File: src/rtl/io_uart_tx_pkg.sv
// rtl/io_uart_tx_pkg.sv - shared constants and types for the IO-side UART transmitter
// Purpose: register offsets (addr[3:2]), TX state encoding, STATUS/CTRL bit positions.
// Ports: none (package).
package io_uart_tx_pkg;

  localparam logic [1:0] REG_TXDATA  = 2'd0;
  localparam logic [1:0] REG_STATUS  = 2'd1;
  localparam logic [1:0] REG_BAUDDIV = 2'd2;
  localparam logic [1:0] REG_CTRL    = 2'd3;

  typedef enum logic [2:0] {
    ST_IDLE   = 3'd0,
    ST_START  = 3'd1,
    ST_DATA   = 3'd2,
    ST_PARITY = 3'd3,
    ST_STOP   = 3'd4
  } tx_state_t;

  localparam int STAT_CNT_LSB = 0;
  localparam int STAT_EMPTY   = 2;
  localparam int STAT_FULL    = 3;
  localparam int STAT_BUSY    = 4;
  localparam int STAT_OVF     = 5;

  localparam int CTRL_IRQ_EN  = 0;
  localparam int CTRL_PAR_ODD = 1;

endpackage

File: src/rtl/io_uart_tx_if.sv
// rtl/io_uart_tx_if.sv - IO chip-select bus between the decoder and the UART transmitter
// Purpose: groups the register-access signals.
// Signals: ce (chip select), we (write enable), addr (byte address),
//          wtData (store data), rdData (combinational load data).
interface io_uart_tx_if;
  logic        ce;
  logic        we;
  logic [31:0] addr;
  logic [31:0] wtData;
  logic [31:0] rdData;

  modport master (output ce, we, addr, wtData, input rdData);
  modport slave  (input ce, we, addr, wtData, output rdData);
endinterface

File: src/rtl/io_uart_tx_fifo.sv
// rtl/io_uart_tx_fifo.sv - byte FIFO feeding the UART transmitter
// Purpose: synchronous FIFO; a push while full is accepted only when a pop
//          happens on the same edge, otherwise it is dropped.
// Ports: clk, rst (async active-low), push/din, pop/dout (head, combinational),
//        full, empty, count ($clog2(DEPTH)+1 bits).
module uart_tx_fifo #(
  parameter int DEPTH = 8,
  parameter int CW    = $clog2(DEPTH) + 1
) (
  input  logic          clk,
  input  logic          rst,
  input  logic          push,
  input  logic [7:0]    din,
  input  logic          pop,
  output logic [7:0]    dout,
  output logic          full,
  output logic          empty,
  output logic [CW-1:0] count
);

  localparam int AW = $clog2(DEPTH);

  logic [7:0]    mem [DEPTH];
  logic [AW-1:0] wr_ptr;
  logic [AW-1:0] rd_ptr;
  logic          push_ok;
  logic          pop_ok;

  assign empty   = (count == '0);
  assign full    = (count == CW'(DEPTH));
  assign pop_ok  = pop && !empty;
  // The slot freed by a same-edge pop makes room for the incoming byte.
  assign push_ok = push && (!full || pop_ok);
  assign dout    = mem[rd_ptr];

  always_ff @(posedge clk) begin
    if (push_ok) mem[wr_ptr] <= din;
  end

  always_ff @(posedge clk or negedge rst) begin
    if (!rst) begin
      wr_ptr <= '0;
      rd_ptr <= '0;
      count  <= '0;
    end else begin
      if (push_ok) wr_ptr <= wr_ptr + AW'(1);
      if (pop_ok)  rd_ptr <= rd_ptr + AW'(1);
      case ({push_ok, pop_ok})
        2'b10:   count <= count + CW'(1);
        2'b01:   count <= count - CW'(1);
        default: count <= count;
      endcase
    end
  end

endmodule

File: src/rtl/io_uart_tx.sv
// rtl/io_uart_tx.sv - memory-mapped 8-N-1 UART transmitter with FIFO and level interrupt
// Purpose: register file (TXDATA/STATUS/BAUDDIV/CTRL), baud counter and TX FSM.
// Ports: clk, rst (async active-low), bus (io_uart_tx_if.slave: ce, we, addr,
//        wtData, rdData), txd (serial out, idle high), txIrq (drained interrupt).
// Optional feature macro: UART_TX_PARITY_EN (parity bit, CTRL bit1 = parOdd).
module io_uart_tx
  import io_uart_tx_pkg::*;
#(
  parameter int DEPTH       = 8,
  parameter int DEFAULT_DIV = 433
) (
  input  logic        clk,
  input  logic        rst,
  io_uart_tx_if.slave bus,
  output logic        txd,
  output logic        txIrq
);

  localparam int CW = $clog2(DEPTH) + 1;

  logic [1:0]    reg_sel;
  logic          wr;
  logic          fifo_push;
  logic          fifo_pop;
  logic [7:0]    fifo_dout;
  logic          fifo_full;
  logic          fifo_empty;
  logic [CW-1:0] fifo_count;

  logic [15:0]   baud_div;
  logic          irq_en;
  logic          ovf;
  tx_state_t     state;
  logic [15:0]   baud_cnt;
  logic [7:0]    shreg;
  logic [2:0]    bit_idx;
  logic          bit_end;
  logic          busy;
  logic [31:0]   status_word;
  logic [31:0]   ctrl_word;
  logic [31:0]   rd_data;
`ifdef UART_TX_PARITY_EN
  logic          par_odd;
  logic          par_bit;
`endif

  assign reg_sel   = bus.addr[3:2];
  assign wr        = bus.ce && bus.we;
  assign fifo_push = wr && (reg_sel == REG_TXDATA);
  assign bit_end   = (baud_cnt == '0);
  assign busy      = (state != ST_IDLE);
  // A byte leaves the FIFO when the line is idle, or at the end of a stop bit
  // so the next start bit follows with no idle gap.
  assign fifo_pop  = !fifo_empty &&
                     ((state == ST_IDLE) || ((state == ST_STOP) && bit_end));
  assign txIrq     = irq_en && fifo_empty && !busy;

  wire unused_bits = &{1'b0, bus.addr[31:4], bus.addr[1:0], bus.wtData[31:16],
                       (fifo_count >> 2)};

  uart_tx_fifo #(.DEPTH(DEPTH), .CW(CW)) u_fifo (
    .clk   (clk),
    .rst   (rst),
    .push  (fifo_push),
    .din   (bus.wtData[7:0]),
    .pop   (fifo_pop),
    .dout  (fifo_dout),
    .full  (fifo_full),
    .empty (fifo_empty),
    .count (fifo_count)
  );

  // Register file
  always_ff @(posedge clk or negedge rst) begin
    if (!rst) begin
      baud_div <= 16'(DEFAULT_DIV);
      irq_en   <= 1'b0;
      ovf      <= 1'b0;
`ifdef UART_TX_PARITY_EN
      par_odd  <= 1'b0;
`endif
    end else begin
      if (wr && (reg_sel == REG_BAUDDIV)) baud_div <= bus.wtData[15:0];
      if (wr && (reg_sel == REG_CTRL)) begin
        irq_en  <= bus.wtData[CTRL_IRQ_EN];
`ifdef UART_TX_PARITY_EN
        par_odd <= bus.wtData[CTRL_PAR_ODD];
`endif
      end
      if (fifo_push && fifo_full && !fifo_pop) ovf <= 1'b1;
      else if (wr && (reg_sel == REG_STATUS)) ovf <= 1'b0;
    end
  end

  // TX FSM with baud counter; txd is registered and changes only at bit starts.
  always_ff @(posedge clk or negedge rst) begin
    if (!rst) begin
      state    <= ST_IDLE;
      txd      <= 1'b1;
      baud_cnt <= '0;
      shreg    <= '0;
      bit_idx  <= '0;
`ifdef UART_TX_PARITY_EN
      par_bit  <= 1'b0;
`endif
    end else begin
      // BAUDDIV is sampled only here, so a mid-frame write lands at the next bit.
      if (state != ST_IDLE) baud_cnt <= bit_end ? baud_div : baud_cnt - 16'd1;
      case (state)
        ST_IDLE: begin
          if (fifo_pop) begin
            state    <= ST_START;
            txd      <= 1'b0;
            baud_cnt <= baud_div;
            shreg    <= fifo_dout;
`ifdef UART_TX_PARITY_EN
            par_bit  <= ^fifo_dout;
`endif
          end
        end
        ST_START: begin
          if (bit_end) begin
            state   <= ST_DATA;
            txd     <= shreg[0];
            shreg   <= {1'b0, shreg[7:1]};
            bit_idx <= 3'd0;
          end
        end
        ST_DATA: begin
          if (bit_end) begin
            if (bit_idx == 3'd7) begin
`ifdef UART_TX_PARITY_EN
              state <= ST_PARITY;
              txd   <= par_bit ^ par_odd;
`else
              state <= ST_STOP;
              txd   <= 1'b1;
`endif
            end else begin
              txd     <= shreg[0];
              shreg   <= {1'b0, shreg[7:1]};
              bit_idx <= bit_idx + 3'd1;
            end
          end
        end
`ifdef UART_TX_PARITY_EN
        ST_PARITY: begin
          if (bit_end) begin
            state <= ST_STOP;
            txd   <= 1'b1;
          end
        end
`endif
        ST_STOP: begin
          if (bit_end) begin
            if (fifo_pop) begin
              state   <= ST_START;
              txd     <= 1'b0;
              shreg   <= fifo_dout;
`ifdef UART_TX_PARITY_EN
              par_bit <= ^fifo_dout;
`endif
            end else begin
              state <= ST_IDLE;
              txd   <= 1'b1;
            end
          end
        end
        default: begin
          state <= ST_IDLE;
          txd   <= 1'b1;
        end
      endcase
    end
  end

  // Read path
  always_comb begin
    status_word = '0;
    status_word[STAT_CNT_LSB +: 2] = fifo_count[1:0];
    status_word[STAT_EMPTY]        = fifo_empty;
    status_word[STAT_FULL]         = fifo_full;
    status_word[STAT_BUSY]         = busy;
    status_word[STAT_OVF]          = ovf;
  end

  always_comb begin
    ctrl_word = '0;
    ctrl_word[CTRL_IRQ_EN] = irq_en;
`ifdef UART_TX_PARITY_EN
    ctrl_word[CTRL_PAR_ODD] = par_odd;
`endif
  end

  always_comb begin
    rd_data = '0;
    if (bus.ce && !bus.we) begin
      case (reg_sel)
        REG_STATUS:  rd_data = status_word;
        REG_BAUDDIV: rd_data = {16'h0, baud_div};
        REG_CTRL:    rd_data = ctrl_word;
        default:     rd_data = '0;
      endcase
    end
  end

  assign bus.rdData = rd_data;

endmodule

File: src/flat_wrapper.sv
// flat-port wrapper written by rule: the top's interface ports become plain ports
module io_uart_tx_flat import io_uart_tx_pkg::*;
#(
  parameter int DEPTH       = 8,
  parameter int DEFAULT_DIV = 433
)
  (clk, rst, txd, txIrq, bus_ce, bus_we, bus_addr, bus_wtData, bus_rdData);
  io_uart_tx_if bus_i ();
  input  logic clk;
  input  logic rst;
  output logic txd;
  output logic txIrq;
  input wire logic [$bits(bus_i.ce)-1:0] bus_ce;
  input wire logic [$bits(bus_i.we)-1:0] bus_we;
  input wire logic [$bits(bus_i.addr)-1:0] bus_addr;
  input wire logic [$bits(bus_i.wtData)-1:0] bus_wtData;
  output wire logic [$bits(bus_i.rdData)-1:0] bus_rdData;
  assign bus_i.ce = bus_ce;
  assign bus_i.we = bus_we;
  assign bus_i.addr = bus_addr;
  assign bus_i.wtData = bus_wtData;
  assign bus_rdData = bus_i.rdData;
  io_uart_tx #(.DEPTH(DEPTH), .DEFAULT_DIV(DEFAULT_DIV)) u_core (.clk(clk), .rst(rst), .bus(bus_i), .txd(txd), .txIrq(txIrq));
endmodule
File: config.mk
export PLATFORM = sky130hd
export DESIGN_NAME = io_uart_tx_flat
export DESIGN_NICKNAME = d
export VERILOG_FILES = /design/src/rtl/io_uart_tx_pkg.sv /design/src/rtl/io_uart_tx_if.sv /design/src/rtl/io_uart_tx_fifo.sv /design/src/rtl/io_uart_tx.sv /design/src/flat_wrapper.sv
export SDC_FILE = /design/constraint.sdc
export NUM_CORES = 1
export LEC_CHECK = 0
export ABC_AREA = 1
export BUFFER_PORTS_ARGS = -buffer_cell sky130_fd_sc_hd__clkbuf_2
export CAP_MARGIN = 20
export CORE_MARGIN = 2
export CORE_UTILIZATION = 61
export CTS_CLUSTER_DIAMETER = 200
export DETAILED_ROUTE_END_ITERATION = 7
export PLACE_DENSITY = 0.94
export SLEW_MARGIN = 25
export SYNTH_ARGS = -nofsm -noshare
export SYNTH_HDL_FRONTEND = slang
export SYNTH_SLANG_ARGS = --single-unit
export TNS_END_PERCENT = 30
File: constraint.sdc
create_clock -name clk -period 4.2 [get_ports clk]
set_clock_uncertainty 0.2 [all_clocks]
set_input_delay 0.84 -clock clk [delete_from_list [all_inputs] [get_ports clk]]
set_output_delay 0.84 -clock clk [all_outputs]
set_load 0.02 [all_outputs]
==> results.toml <==
[cts]
cts_setup_buffers = 0
root_buffer = "clkbuf_8"
worstSkewPairLatency_ns = 0.54
clk_pin_slew_ns = 0.06
cts_buffer_depth = 2
clkSinkCount = 123
cts_resized = 0
numCtsBuffers = 17
ctsHoldBuffers = 0
htreeDepth = 4
cts_tree = "yes"

[global_routing]
grt.overflow.total = 0
antenna_found_initial = 0
grt_max_degree = 35
grt_pass1_wl_mm = 24.3
grt_use_total_pct = 28.4
grt_pass1_vias = 5015

[worst_hold_path]
hold_class = "in -> async"

[cells_and_area]
final_cell_mix = "96 x nand2_1, 82 x nor2_1, 77 x o21ai_0, 68 x inv_1, 64 x edfxtp_1"
stdcell_area_mm2 = 0.00704
layout_commonest_cell = "nand2_1"
layout-area-overhead-vs-synth_pct = 12.9
diodes = 0
nNetsFinal = 777
drive_above_1_share_pct = 17.7

[synth]
synth_cells = 665
yosysTopAreaCell = "edfxtp_1"
yosys.area.top_type_share_pct = 30.8
synth_enable_flop_cells = 64
synth_warnings = 0
seq_area_frac_synth_pct = 54.6
syn_area_per_cell_um2 = 9.37
ys_seq_elements = 123
synth_area_leaders = "edfxtp_1 31%, dfrtp_1 21%, o21ai_0 6.2%, nand2_1 5.8%, nor2_1 4.9%"
yosys.cell_types.count = 44
syn_area_mm2 = 0.00623
synthFlopType = "edfxtp_1"
async_flop_share_pct = 48.0

[critical_path]
ff2ff_setup_slack_ns = 1.15
path_max_fanout = 15
crit_type = "reg -> out"
r2r_cells = 14
r2r-start = "u_core.baud_cnt[0]"
startpoint_type = "flop"
endpoint_kind = "output port"
worstPathArrival_ns = 2.73
startpoint = "u_core.u_fifo.count[1]"
r2r-end = "u_core.u_fifo.mem[3][1]"
crit_end = "txIrq"
required_ns = 3.16

[detailed_routing]
firstDrtPassIters = 8
vias = 5131
post_drt_wl_per_cell_um = 17.7
ant_nets = 0
routed_via_density = 6.07
first_iter_violations = 785
drt-total-wl_mm = 15.0
route.detailed.drc = 1

[power]
finalPower_w = 0.00410
p_switching_w = 0.00137
p_clk_share_pct = 37.1
intPower_w = 0.00274
p_per_area_mw_per_mm2 = 583
combPwrFrac_pct = 23.0
swShare_pct = 33.3
p_seq_share_pct = 39.9
ir_worst_vdd_mv = 0.400
power.leakage_nw = 2.93

[placement]
io_buffers = 39
hpwl_mm = 9.48
place_congestion = 0.909
post_dp_cell_area_mm2 = 0.00643

[sta]
fin_crit_ns = 3.77
rsz0062_at_grt = "no"
finalCritPeriodShare_pct = 89.8
slew_headroom_pct = 34.0
slew_violations = 0
tightest_slew_ns = 0.991
hold_viol = 0
max_freq_mhz = 265
finalSetupViolCount = 0
tns_ns = 0

[floorplan]
rows = 36
initial_core_util_pct = 63.2
die_width_um = 105
ios = 102
fp.coreArea_mm2 = 0.00986
die_area_mm2 = 0.0110
die_height_um = 105

[run]
cap_viol_max_count = 0

[status]
violations = "design-rule violations"
status = "complete, but fails checks"
[critical path: stages, from the launching register on]
cell and delay (ns):
dfrtp_1 0.44, inv_1 0.14, nand4_1 0.37, inv_1 0.57
nand2_1 0.32, nor2_1 0.16, clkbuf_2 0.18
[metrics by stage]
| stage | setup slack (ns) | hold WS (ns) | utilization, % | instances |
|---|---|---|---|---|
| 2_1_floorplan | 1.39 | 0.257 | - | 680 |
| 3_3_place_gp | 1.10 | 0.271 | 65.1 | 814 |
| 3_5_place_dp | 0.950 | 0.278 | 65.1 | 814 |
| 4_1_cts | 0.466 | 0.188 | 71.3 | 846 |
| 5_1_grt | 0.341 | 0.202 | 71.3 | 846 |
| 6_report | 0.427 | 0.160 | 71.3 | 846 |
[layout make-up]
type	count	area (um^2)
sequential	123	3410
tap	133	166
multi-input combinational	446	2380
timing repair buffer	41	210
inverter	71	267
clock inverter	14	194
clock buffer	18	418
fill	597	2830
[metal layers]
metal,up-vias,share of wire (%),wire length (um),global-route usage (%)
li1,2293,-,-,-
met1,2423,37,5570,35.2
met2,347,50,7450,45.7
met3,68,9.1,1370,8.30
met4,0,3.9,580,14.2
met5,-,0,0,0
[synth_stat cells, types with 6 or more instances]
master    instances
nand2_1          96
nor2_1           82
o21ai_0          77
inv_1            68
edfxtp_1         64
dfrtp_1          53
a21oi_1          38
o211ai_1         24
nand3_1          17
buf_4            16
clkbuf_1         14
nor3_1           10
nor2_2            9
ha_1              8
nand2_2           8
mux2_2            7
o21ai_2           7
dfstp_2           6
[logic make-up after synthesis]
family                     share of synthesized area [%]
DFF                                                 54.6
muxes                                               1.26
other                                             0.0602
adders and majority gates                           1.93
AOI/OAI and AO/OA                                   15.1
buffers and inverters                               8.11
and+or+nand+nor                                     17.6
xor gates and xnor gates                            1.26
[flip-flops by register name (all words and copies together), names as in the netlist]
signal and cells:
u_core.bit_idx 3, u_core.u_fifo.mem 64, u_core.u_fifo.count 4, u_core.shreg 8, u_core.ovf 1, u_core.txd 1
u_core.state 3, u_core.baud_cnt 16, u_core.irq_en 1, u_core.u_fifo.wr_ptr 3, u_core.baud_div 16, u_core.u_fifo.rd_ptr 3
[worst min-delay path by stage]
stage / cells after the start / end / slack (ns)
after floorplan: 2 / u_core.bit_idx[1] / 0.26
after global placement: 2 / u_core.bit_idx[2] / 0.27
after detailed placement: 2 / u_core.bit_idx[1] / 0.28
after CTS: 1 / u_core.shreg[4] / 0.19
after global routing: 1 / u_core.shreg[5] / 0.20
final: 1 / u_core.baud_cnt[3] / 0.16
[power groups by stage]
stage                     registers, W  clock network, W  logic, W
after detailed placement       0.00164                 0  0.000898
after global routing           0.00166           0.00157   0.00107
after CTS                      0.00163           0.00151  0.000936
after global placement         0.00164                 0  0.000832
final                          0.00164           0.00152  0.000945
after floorplan                0.00158                 0  0.000718
No activity file was read; power rests on OpenSTA's default activity.
